**config.mk**
```make
export PLATFORM = sky130hd
export DESIGN_NAME = booth_seq_flat
export DESIGN_NICKNAME = d
export VERILOG_FILES = /design/src/rtl/booth_seq_if.sv /design/src/rtl/booth_seq.sv /design/src/flat_wrapper.sv
export SDC_FILE = /design/constraint.sdc
export NUM_CORES = 1
export LEC_CHECK = 0
export CORE_UTILIZATION = 40
export CTS_CLUSTER_SIZE = 20
export DETAILED_ROUTE_END_ITERATION = 8
export PLACE_DENSITY = 0.78
export SLEW_MARGIN = 10
export SYNTH_ARGS = -nofsm -noshare
export SYNTH_HDL_FRONTEND = slang
export SYNTH_SLANG_ARGS = --single-unit
```
**constraint.sdc**
```tcl
create_clock -name clk -period 2.1 [get_ports clk]
set_clock_uncertainty 0.15 [all_clocks]
set_input_delay 0.42 -clock clk [delete_from_list [all_inputs] [get_ports clk]]
set_output_delay 0.42 -clock clk [all_outputs]
set_load 0.01 [all_outputs]
```
**src/rtl/booth_seq_if.sv**
```systemverilog
// booth_seq_if: bundles the request/result handshake and the booth datapath
// hookup of booth_seq.
//   start, a_in, b_in, signed_mode : request and operands (requester -> block)
//   busy, done, product            : status and captured result (block -> requester)
//   dp_multiplicand, dp_multiplier,
//   dp_count, dp_reset             : operands and step control (block -> datapath)
//   dp_result                      : running result (datapath -> block)
// Modport slave is the sequencer side; master is the requester/datapath side.
interface booth_seq_if #(
   parameter int N  = 4,
   parameter int PW = 2*N
);
   logic          start;
   logic [N-1:0]  a_in;
   logic [N-1:0]  b_in;
   logic          signed_mode;
   logic          busy;
   logic          done;
   logic [PW-1:0] product;
   logic [PW-1:0] dp_multiplicand;
   logic [N-1:0]  dp_multiplier;
   logic [2:0]    dp_count;
   logic          dp_reset;
   logic [PW-1:0] dp_result;

   modport slave (
      input  start, a_in, b_in, signed_mode, dp_result,
      output busy, done, product, dp_multiplicand, dp_multiplier, dp_count, dp_reset
   );

   modport master (
      output start, a_in, b_in, signed_mode, dp_result,
      input  busy, done, product, dp_multiplicand, dp_multiplier, dp_count, dp_reset
   );
endinterface

```
**src/rtl/booth_seq.sv**
```systemverilog
// booth_seq: control sequencer for an external radix-2 booth datapath.
// A start in IDLE latches the operands, LOAD clears the datapath for one
// cycle, RUN steps dp_count through 0..N-1, and the datapath result is
// captured into product on the edge leaving the last RUN cycle; DONE then
// pulses done for one cycle.
// Ports:
//   clk   : rising-edge clock
//   reset : asynchronous, active-high reset
//   bus   : booth_seq_if.slave (request, status, product, datapath hookup)
module booth_seq #(
   parameter int N  = 4,
   parameter int PW = 2*N
) (
   input  logic        clk,
   input  logic        reset,
   booth_seq_if.slave  bus
);
   localparam logic [1:0] IDLE = 2'd0;
   localparam logic [1:0] LOAD = 2'd1;
   localparam logic [1:0] RUN  = 2'd2;
   localparam logic [1:0] DONE = 2'd3;

   localparam logic [2:0] LAST = 3'(N-1);

   logic [1:0]    state;
   logic [2:0]    count;
   logic [N-1:0]  a_q;
   logic [N-1:0]  b_q;
   logic          sm_q;
   logic [PW-1:0] product_q;

   always_ff @(posedge clk or posedge reset) begin
      if (reset) begin
         state     <= IDLE;
         count     <= '0;
         a_q       <= '0;
         b_q       <= '0;
         sm_q      <= 1'b0;
         product_q <= '0;
      end else begin
         case (state)
            IDLE: begin
               if (bus.start) begin
                  a_q   <= bus.a_in;
                  b_q   <= bus.b_in;
                  sm_q  <= bus.signed_mode;
                  state <= LOAD;
               end
            end
            LOAD: begin
               count <= '0;
               state <= RUN;
            end
            RUN: begin
               // dp_result already includes the final step combinationally,
               // so capture happens on the edge that leaves the last step
               if (count == LAST) begin
                  product_q <= bus.dp_result;
                  count     <= '0;
                  state     <= DONE;
               end else begin
                  count <= count + 3'd1;
               end
            end
            DONE:    state <= IDLE;
            default: state <= IDLE;
         endcase
      end
   end

   always_comb begin
      bus.busy            = (state != IDLE);
      bus.done            = (state == DONE);
      bus.dp_reset        = (state == IDLE) || (state == LOAD);
      bus.dp_count        = count;
      bus.product         = product_q;
      bus.dp_multiplier   = b_q;
      // upper bits replicate the sign bit only in signed mode
      bus.dp_multiplicand = {{(PW-N){sm_q & a_q[N-1]}}, a_q};
   end
endmodule
```
**src/flat_wrapper.sv**
```systemverilog
// flat-port wrapper written by rule: the top's interface ports become plain ports
module booth_seq_flat 
#(
   parameter int N  = 4,
   parameter int PW = 2*N
)
  (clk, reset, bus_start, bus_a_in, bus_b_in, bus_signed_mode, bus_dp_result, bus_busy, bus_done, bus_product, bus_dp_multiplicand, bus_dp_multiplier, bus_dp_count, bus_dp_reset);
  booth_seq_if #(.N(N), .PW(PW)) bus_i ();
  input  logic clk;
  input  logic reset;
  input wire logic [$bits(bus_i.start)-1:0] bus_start;
  input wire logic [$bits(bus_i.a_in)-1:0] bus_a_in;
  input wire logic [$bits(bus_i.b_in)-1:0] bus_b_in;
  input wire logic [$bits(bus_i.signed_mode)-1:0] bus_signed_mode;
  input wire logic [$bits(bus_i.dp_result)-1:0] bus_dp_result;
  output wire logic [$bits(bus_i.busy)-1:0] bus_busy;
  output wire logic [$bits(bus_i.done)-1:0] bus_done;
  output wire logic [$bits(bus_i.product)-1:0] bus_product;
  output wire logic [$bits(bus_i.dp_multiplicand)-1:0] bus_dp_multiplicand;
  output wire logic [$bits(bus_i.dp_multiplier)-1:0] bus_dp_multiplier;
  output wire logic [$bits(bus_i.dp_count)-1:0] bus_dp_count;
  output wire logic [$bits(bus_i.dp_reset)-1:0] bus_dp_reset;
  assign bus_i.start = bus_start;
  assign bus_i.a_in = bus_a_in;
  assign bus_i.b_in = bus_b_in;
  assign bus_i.signed_mode = bus_signed_mode;
  assign bus_i.dp_result = bus_dp_result;
  assign bus_busy = bus_i.busy;
  assign bus_done = bus_i.done;
  assign bus_product = bus_i.product;
  assign bus_dp_multiplicand = bus_i.dp_multiplicand;
  assign bus_dp_multiplier = bus_i.dp_multiplier;
  assign bus_dp_count = bus_i.dp_count;
  assign bus_dp_reset = bus_i.dp_reset;
  booth_seq #(.N(N), .PW(PW)) u_core (.clk(clk), .reset(reset), .bus(bus_i));
endmodule
```
==> out/results.ini, run 1 <==
[floorplan]
rows=17
ioPinCount=46
start_util=0.4340
fp.dieArea_um2=2648
die_h_um=51.46
die_w_um=51.46
coreArea_um2=2255

[worst_setup_path]
critPathLaunchType=flip-flop
cp_top_family=buffers and inverters
cpMaxStageDelayCell=clkdlybuf4s50_1
r2r_cells=6
worstPathMaxFanout=4
worstPathRequired_ns=1.53
arrival_ns=1.43
r2r-start=u_core.state[0]
crit_path_end_kind=output port
crit_type=reg2out
critPathBufInv=1
r2r-end=u_core.state[1]
rrSetupSlack_ns=0.36
worstPathCellList=and2_1 > clkdlybuf4s50_1
critPathMaxStageDelay_ns=0.55

[clock_tree]
cts_buffers=3
clk_pin_slew_worst_paths_ns=0.13
cts_buffer_depth=2
cts.sinks=22
cts_tree=yes
h-tree-depth=1
clk-insertion-delay-late_ns=0.32
postCtsHoldBufs=0
ctsRootBufferMaster=clkbuf_4

[finish]
stdcell_count=148
antenna_cells=0
multi_input_area_um2=386.6
syn2layout_area_growth_pct=56.52
register_area_um2=550.5
nNetsFinal=147
n_fill_cell=177
drive_gt1_frac=0.2833
final_area_um2=1531

[synth]
synth_fp_nets=94
yosys.area_share.simple=0.07161
ys_seq_area_frac=0.5627
synthArstFlopShare=1.000
netlist_area_um2=978.4
ys_types=17
synth.avg_cell_area_um2=14.39
synth.top_cell.area_share=0.5627
synth_compound_area_frac=0.02941
synth_common_cells=dfrtp_1 (22), mux2_2 (18), ha_1 (6)
synthMuxAreaShare=0.2174
yosys.area.top_type=dfrtp_1
synth_fa_ha_area_frac=0.07673
synth_most_common_cell=dfrtp_1
synth-edff-count=0
synth-seq-cells=22
ys.flop_type=dfrtp_1
ys_warn_count=0
synth_area_leaders=dfrtp_1 (56%), mux2_2 (21%), ha_1 (7.7%)
synth_top_family_by_area=multiplexers
synthCells=68
synth-xor-area-share=0

[placed_design]
gp_congestion=0.7106
dpl-instance-area_um2=1464
hpwl_um=1468
portBuffers=45
dp.cells=141

[power_and_ir_drop]
p_leak_nw=0.7001
irDropWorstVdd_v=0.0009997
power_density_nw_per_um2=1446
power_w=0.002215

[global_route]
grt_pass1_wl_um=3063
grt_overflow=0
grt_usage=0.1682
antenna_found_initial=0
first_global_vias=719
grt_max_degree=14

[drt]
postRouteAntennaNets=0
viasPerCell=4.723
drt-total-wl_um=1892
drt-wirelength-per-cell_um=12.78
drc_errors=0
drt_iter0_markers=3
vias=699
first_pass_iters=4

[sta]
fin_tns_setup_ns=0
final-setup-viol-count=0
hold_slack_ns=0.2430
maxSlewViolCount=0
maxSlewHeadroom=0.8091
rsz0062_at_grt=false
period_share=0.9536
timing.fmax_ghz=0.4994
worstMarginPinSlew_ns=0.2863
period_needed_ns=2.003
hold_viol_final=0

[worst_hold_path]
hold_class=in2async

[outcome]
status=finished clean

[run]
maxCapViolations=0

## sequential cells by signal (all words and copies together) (netlist names)
name                      flops
u_core.bus.dp_multiplier      4
u_core.a_q                    4
u_core.state                  2
u_core.bus.product            8
u_core.sm_q                   1
u_core.bus.dp_count           3
## logic make-up after synthesis
| kind of cell | Yosys count |
|---|---|
| AO/OA/AOI/OAI | 4 |
| adder cells (fa/ha/maj) | 6 |
| buffers and inverters | 8 |
| flip-flops | 22 |
| multiplexers | 19 |
| AND/OR/NAND/NOR | 9 |
## per-layer routing
metal / global-route usage / part of all wire
met1: 0.1985 / 0.41
met2: 0.2576 / 0.49
met3: 0.04167 / 0.067
met4: 0.1351 / 0.031
met5: 0 / 0
## stage by stage
step                        util  setup WS [ns]
after global placement    0.6493         0.1214
after floorplan                -         0.5092
final                     0.6792        0.09743
after global routing      0.6792       0.005419
after CTS                 0.6820       0.002474
after detailed placement  0.6493        0.09419
## power breakdown
group	internal (W)	switching, W
logic	0.000715	0.000443
clock network	0.000193	0.000136
registers	0.000626	0.000102
total	0.00153	0.000680
## worst min-delay path, cell delays in order
cell,delay (ns)
clkdlybuf4s50_1,0.40
inv_1,0.07
buf_4,0.19
## cell type report
class                   count  area share
inverters                   5     0.01225
multi-input cells          38      0.2525
flip-flops and latches     22      0.3595
clock inverters             1     0.01961
repair buffers             51      0.3186
well taps                  28     0.02288
clock buffers               3     0.01471
## layout by cell type (no fill, tap or decap)
| cell | instances |
|---|---|
| clkdlybuf4s50_1 | 42 |
| dfrtp_1 | 22 |
| mux2_2 | 18 |
| ha_1 | 6 |
| buf_4 | 6 |
| inv_1 | 5 |
| clkbuf_4 | 3 |
| nand2b_1 | 2 |
| nand3_1 | 2 |
| dlygate4sd2_1 | 2 |
| nand3b_4 | 1 |
| nor2b_2 | 1 |
| a21oi_1 | 1 |
| o32a_2 | 1 |
| mux2i_1 | 1 |
| o21ai_0 | 1 |
| nand2_2 | 1 |
| a21boi_0 | 1 |
| or2_2 | 1 |
| and2_1 | 1 |
| bufinv_16 | 1 |
| buf_2 | 1 |
## what timing repair did
| action | 4_1_cts | 5_1_grt |
|---|---|---|
| gates resized for setup | 5 | 1 |
| endpoints found under the setup margin | 2 | 1 |
| buffers inserted | 3 | 0 |
## how the worst max path moves through the flow
stage / from / end / cells past startpoint
floorplan: u_core.state[0] / u_core.state[1] / 5
global placement: u_core.state[0] / bus_dp_reset / 4
detailed placement: u_core.state[0] / bus_dp_reset / 4
CTS: u_core.state[0] / bus_dp_reset / 4
global route: u_core.a_q[3] / bus_dp_multiplicand[4] / 2
finish: u_core.a_q[3] / bus_dp_multiplicand[6] / 2
Power figures use the tool's default switching activity.
==> run 2, diff against run 1 <==
--- a/config.mk
+++ b/config.mk
@@ -9,7 +9,6 @@
 export CTS_CLUSTER_SIZE = 20
 export DETAILED_ROUTE_END_ITERATION = 8
 export PLACE_DENSITY = 0.78
-export SLEW_MARGIN = 10
 export SYNTH_ARGS = -nofsm -noshare
 export SYNTH_HDL_FRONTEND = slang
 export SYNTH_SLANG_ARGS = --single-unit
==> results of run 2 <==
The final DEF is identical to that of run 1; final timing and power are the same.
==> run 3, diff against run 2 <==
--- a/config.mk
+++ b/config.mk
@@ -5,6 +5,7 @@
 export SDC_FILE = /design/constraint.sdc
 export NUM_CORES = 1
 export LEC_CHECK = 0
+export CAP_MARGIN = 20
 export CORE_UTILIZATION = 40
 export CTS_CLUSTER_SIZE = 20
 export DETAILED_ROUTE_END_ITERATION = 8
==> results of run 3 <==
The final DEF is identical to that of run 1; final timing and power are the same.
